$ cat config.mk
export PLATFORM = sky130hd
export DESIGN_NAME = db15_joy_responder
export DESIGN_NICKNAME = d
export VERILOG_FILES = /design/src/rtl/db15_joy_responder.sv
export SDC_FILE = /design/constraint.sdc
export NUM_CORES = 1
export LEC_CHECK = 0
export CELL_PAD_IN_SITES_DETAIL_PLACEMENT = 1
export CELL_PAD_IN_SITES_GLOBAL_PLACEMENT = 1
export CORE_AREA = 2 2 72 81
export CTS_BUF_LIST = sky130_fd_sc_hd__clkbuf_8
export DETAILED_ROUTE_END_ITERATION = 10
export DIE_AREA = 0 0 74 83
export DONT_BUFFER_PORTS = 1
export GPL_TIMING_DRIVEN = 0
export PLACE_DENSITY_LB_ADDON = 0.1
export SLEW_MARGIN = 20
export SYNTH_ARGS = -nofsm -noshare
export SYNTH_HDL_FRONTEND = slang
export SYNTH_SLANG_ARGS = --single-unit
$ cat constraint.sdc
create_clock -name clk -period 2.6 [get_ports clk]
set_clock_uncertainty 0.15 [all_clocks]
set_input_delay 0 -clock clk [delete_from_list [all_inputs] [get_ports clk]]
set_output_delay 0 -clock clk [all_outputs]
set_load 0.01 [all_outputs]
$ cat src/rtl/db15_joy_responder.sv
// db15_joy_responder: DB15 adapter emulation that latches two 12-bit joystick words and shifts them to the host.
// Host pins are synchronised into clk and edge-detected; the wire level is inverted (pressed = 0).
module db15_joy_responder #(
  parameter int FRAME_BITS  = 24,
  parameter int SYNC_STAGES = 2
) (
  input  logic        clk,
  input  logic        RESET,
  input  logic [11:0] joy1,
  input  logic [11:0] joy2,
  input  logic        joy_load,
  input  logic        joy_clk,
  input  logic        ser_in,
  output logic        joy_data,
  output logic [4:0]  bit_cnt,
  output logic        frame_done,
  output logic        overrun
);
  localparam int CW = $clog2(FRAME_BITS + 1);
  localparam logic [CW-1:0] FULL = CW'(FRAME_BITS);
  typedef enum logic [1:0] {IDLE, LOADED, SHIFTING, DONE} state_t;
  state_t                  state_q, state_d;
  logic [SYNC_STAGES-1:0]  load_sync_q, clk_sync_q;
  logic                    clk_prev_q;
  logic [FRAME_BITS-1:0]   shreg_q, shreg_d;
  logic [CW-1:0]           cnt_q, cnt_d;
  logic                    done_q, done_d, ovr_q, ovr_d;
  logic                    load_s, clk_s, clk_rise;
  assign load_s     = load_sync_q[SYNC_STAGES-1];
  assign clk_s      = clk_sync_q[SYNC_STAGES-1];
  assign clk_rise   = clk_s & ~clk_prev_q;
  assign joy_data   = shreg_q[0];
  assign bit_cnt    = 5'(cnt_q);
  assign frame_done = done_q;
  assign overrun    = ovr_q;
  // A low load level overrides any concurrent shift edge.
  always_comb begin
    state_d = state_q;
    shreg_d = shreg_q;
    cnt_d   = cnt_q;
    done_d  = 1'b0;
    ovr_d   = ovr_q;
    if (!load_s) begin
      state_d = LOADED;
      shreg_d = FRAME_BITS'(~{joy2, joy1});
      cnt_d   = '0;
      ovr_d   = 1'b0;
    end else if (state_q == LOADED) begin
      state_d = SHIFTING;
    end else if (clk_rise) begin
      shreg_d = {(state_q == IDLE) ? 1'b1 : ser_in, shreg_q[FRAME_BITS-1:1]};
      if (state_q == SHIFTING) begin
        cnt_d   = cnt_q + 1'b1;
        done_d  = (cnt_d == FULL);
        state_d = done_d ? DONE : SHIFTING;
      end
      ovr_d = ovr_q | (state_q == DONE);
    end
  end
  always_ff @(posedge clk or posedge RESET) begin
    if (RESET) begin
      load_sync_q <= '1;
      clk_sync_q  <= '1;
      clk_prev_q  <= 1'b1;
      state_q     <= IDLE;
      shreg_q     <= '1;
      cnt_q       <= '0;
      done_q      <= 1'b0;
      ovr_q       <= 1'b0;
    end else begin
      load_sync_q <= {load_sync_q[SYNC_STAGES-2:0], joy_load};
      clk_sync_q  <= {clk_sync_q[SYNC_STAGES-2:0], joy_clk};
      clk_prev_q  <= clk_s;
      state_q     <= state_d;
      shreg_q     <= shreg_d;
      cnt_q       <= cnt_d;
      done_q      <= done_d;
      ovr_q       <= ovr_d;
    end
  end
endmodule

==> results.toml <==
[run_status]
status = "finished, final reports clean"

[cells_and_area]
area_growth_pct = 27.1
fin_util_pct = 43.1
nets = 197
finalInstanceArea_um2 = 2280
n_fill_cell = 549
seq_area_um2 = 987
antennaDiodeCount = 0
multi_input_area_um2 = 722
drive_gt1_share_pct = 27.5

[clock_network]
clk_pin_slew_ps = 70
tritoncts = "done"
cts_resized = 0
htreeDepth = 2
clock-root-buffer = "clkbuf_8"
cts_buffers = 5
clock_latency_ps = 280
cts_buffer_depth = 2
cts_sinks = 38
post-cts-setup-buffers = 0

[critical_path]
worst-r2r-setup-slack_ps = 410
rr_worst_depth = 7
critPathCaptureType = "flip-flop"
slowest_stage = "dlygate4sd3_1"
crit_buf_inv = 3
r2r_start = "clk_sync_q[1]"
crit_arrival_ps = 2260
crit_fanout = 10
cp_slowest_stage_delay_ps = 580
crit_family = "buffers and inverters"
timing.rr.end = "shreg_q[23]"
crit_required_ps = 2670
crit_chain = "nor2b_4 -> a21boi_2 -> buf_6 -> buf_12 -> o221ai_1 -> o21ai_0 -> dlygate4sd3_1"
crit_type = "flip-flop to flip-flop"
worst_setup_path_start_kind = "flip-flop"

[sta]
worst_slew_pin_slew_ps = 715
max_freq_ghz = 0.456
setup-tns-final_ps = 0
finalCritPeriodShare_pct = 84.3
setup_slack_ps = 407
setup_violations = 0
rsz0062_at_grt = "no"
slew_headroom_pct = 52.3
layout_min_cycle_time_ps = 2190
hold_viol_final = 0
slew_violations = 0

[placement]
io_buffers = 0
place_area_um2 = 1910
dp_hpwl_um = 2430
place_congestion = 0.710
pre_cts_ws_ps = 838

[global_routing]
grt_pass1_wl_um = 6060
grt_start_max_net_pins = 32
antenna_found_initial = 0
grt_pass1_vias = 1287
grt-ovfl-total = 0
grt_use_total_pct = 12.9

[route]
route.detailed.drc = 0
wl_um = 3510
drt_iter0_drc = 34
vias = 1096
antenna_left = 0
via_per_inst = 4.53
wire_per_inst_um = 14.5
drt_pass1_iterations = 3

[hold_path]
whs_path_depth = 1
whs_endpoint = "load_sync_q[0]"
min-delay-start = "joy_load"
min_path_type = "input port to flip-flop"

[synth]
yosys_warnings = 0
syn_inst = 130
synth-seq-cells = 38
synth_area_per_cell_um2 = 13.8
netlist_area_um2 = 1790
seq_area_frac_synth_pct = 55.1
synth_cell_types = 28
synth_nets = 161

[pwr]
leakage_nw = 0.941
ir_drop_v = 0.000287
finalPower_mw = 1.29
powerDensity_nw_per_um2 = 568

[flow_run]
drv_cap = 0

[floorplanning]
pin_count = 37
dieArea_um2 = 6140
start_util_pct = 33.9
die_y_um = 83
core_um2 = 5290
rows = 28
die_x_um = 74
[worst reg2reg max path, stage by stage (launching register included)]
cell and delay, ps:
dfstp_2 550, nor2b_4 170, a21boi_2 180, buf_6 160, buf_12 150, o221ai_1 110
o21ai_0 90, dlygate4sd3_1 580
[power breakdown]
group | total [mW] | switching (mW) | internal (mW) | leakage, nW
logic | 0.174 | 0.0744 | 0.0999 | 0.463
registers | 0.721 | 0.0363 | 0.684 | 0.426
clock network | 0.400 | 0.190 | 0.210 | 0.0524
total | 1.29 | 0.301 | 0.994 | 0.941
[synthesized netlist by cell type]
cell type / count / area share, %
a31oi_1: 2 / 0.70
nor4bb_1: 1 / 0.56
buf_1: 1 / 0.21
mux2i_1: 47 / 26
o221ai_1: 1 / 0.49
nand2_1: 5 / 1.0
nor2b_1: 2 / 0.70
buf_2: 2 / 0.56
inv_1: 2 / 0.42
a21boi_2: 1 / 0.63
nor2b_4: 1 / 0.77
dfrtp_1: 9 / 13
o211ai_1: 1 / 0.42
xnor2_1: 5 / 2.4
nand3_1: 2 / 0.56
buf_4: 1 / 0.42
nor3_1: 1 / 0.28
buf_12: 2 / 2.2
o21ai_0: 1 / 0.28
ha_1: 2 / 1.4
buf_6: 1 / 0.63
dfstp_2: 29 / 42
xor2_1: 1 / 0.49
nor3b_1: 1 / 0.42
o21a_1: 1 / 0.42
clkbuf_1: 1 / 0.21
nand4_1: 3 / 1.0
and2_1: 4 / 1.4
[cell usage in the layout, fill, tap and decap left out, types with 2 or more instances in the layout]
master | Yosys | routed
nand4_1 | 3 | 3
dlygate4sd3_1 | 0 | 28
nand3_1 | 2 | 2
ha_1 | 2 | 2
mux2i_1 | 47 | 47
a31oi_1 | 2 | 2
nor2b_1 | 2 | 2
nand2_1 | 5 | 5
and2_1 | 4 | 4
xnor2_1 | 5 | 5
dfstp_2 | 29 | 29
clkbuf_8 | 0 | 6
buf_12 | 2 | 3
buf_2 | 2 | 2
dfrtp_1 | 9 | 9
inv_1 | 2 | 2
[cell families after synthesis]
group           Yosys count  synth area share (%)
simple gates             20                  6.77
mux                      47                  26.2
fa+ha+maj                 2                  1.40
buf+inv                  10                  4.68
compound gates            7                  2.93
xor+xnor                  6                  2.93
flops                    38                  55.1
[state kept, by name, indices dropped and copies added (netlist names)]
name	flops
bit_cnt	5
clk_prev_q	1
clk_sync_q	2
frame_done	1
load_sync_q	2
overrun	1
shreg_q	24
state_q	2
[layout make-up]
cell class	instances	share of cell area, %
clock buffers	6	3.62
clock inverters	2	0.384
well taps	75	4.12
flip-flops and latches	38	43.3
multi-input cells	82	31.7
inverters	2	0.329
repair buffers	29	13.2
plain buffers	8	3.35
[metal layers]
metal | vias up | track usage, % | wire [um]
met5 | - | 0 | 0
li1 | 525 | - | -
met1 | 543 | 16.1 | 1530
met3 | 2 | 4.37 | 159
met2 | 26 | 20.5 | 1780
met4 | 0 | 4.46 | 27
[repair_timing]
action	in CTS	in global routing
endpoints found under the setup margin	0	0
hold buffers	28	0
endpoints found under the hold margin	64	0
[worst max path at each step]
| stage | start | endpoint | slack [ps] | cells past startpoint |
|---|---|---|---|---|
| 5_1_grt | clk_sync_q[1] | shreg_q[23] | 300 | 7 |
| 6_report | clk_sync_q[1] | shreg_q[23] | 410 | 7 |
| 3_3_place_gp | clk_sync_q[1] | shreg_q[12] | 870 | 6 |
| 3_5_place_dp | clk_sync_q[1] | shreg_q[7] | 840 | 6 |
| 2_1_floorplan | clk_sync_q[1] | shreg_q[12] | 1000 | 6 |
| 4_1_cts | clk_sync_q[1] | shreg_q[23] | 420 | 7 |
[per-stage QoR]
step,hold WS [ps],cells
final,110,242
after detailed placement,-145,206
after global placement,-145,205
after global routing,104,242
after CTS,94.0,242
after floorplan,-146,130
(Power assumes the default switching activity.)
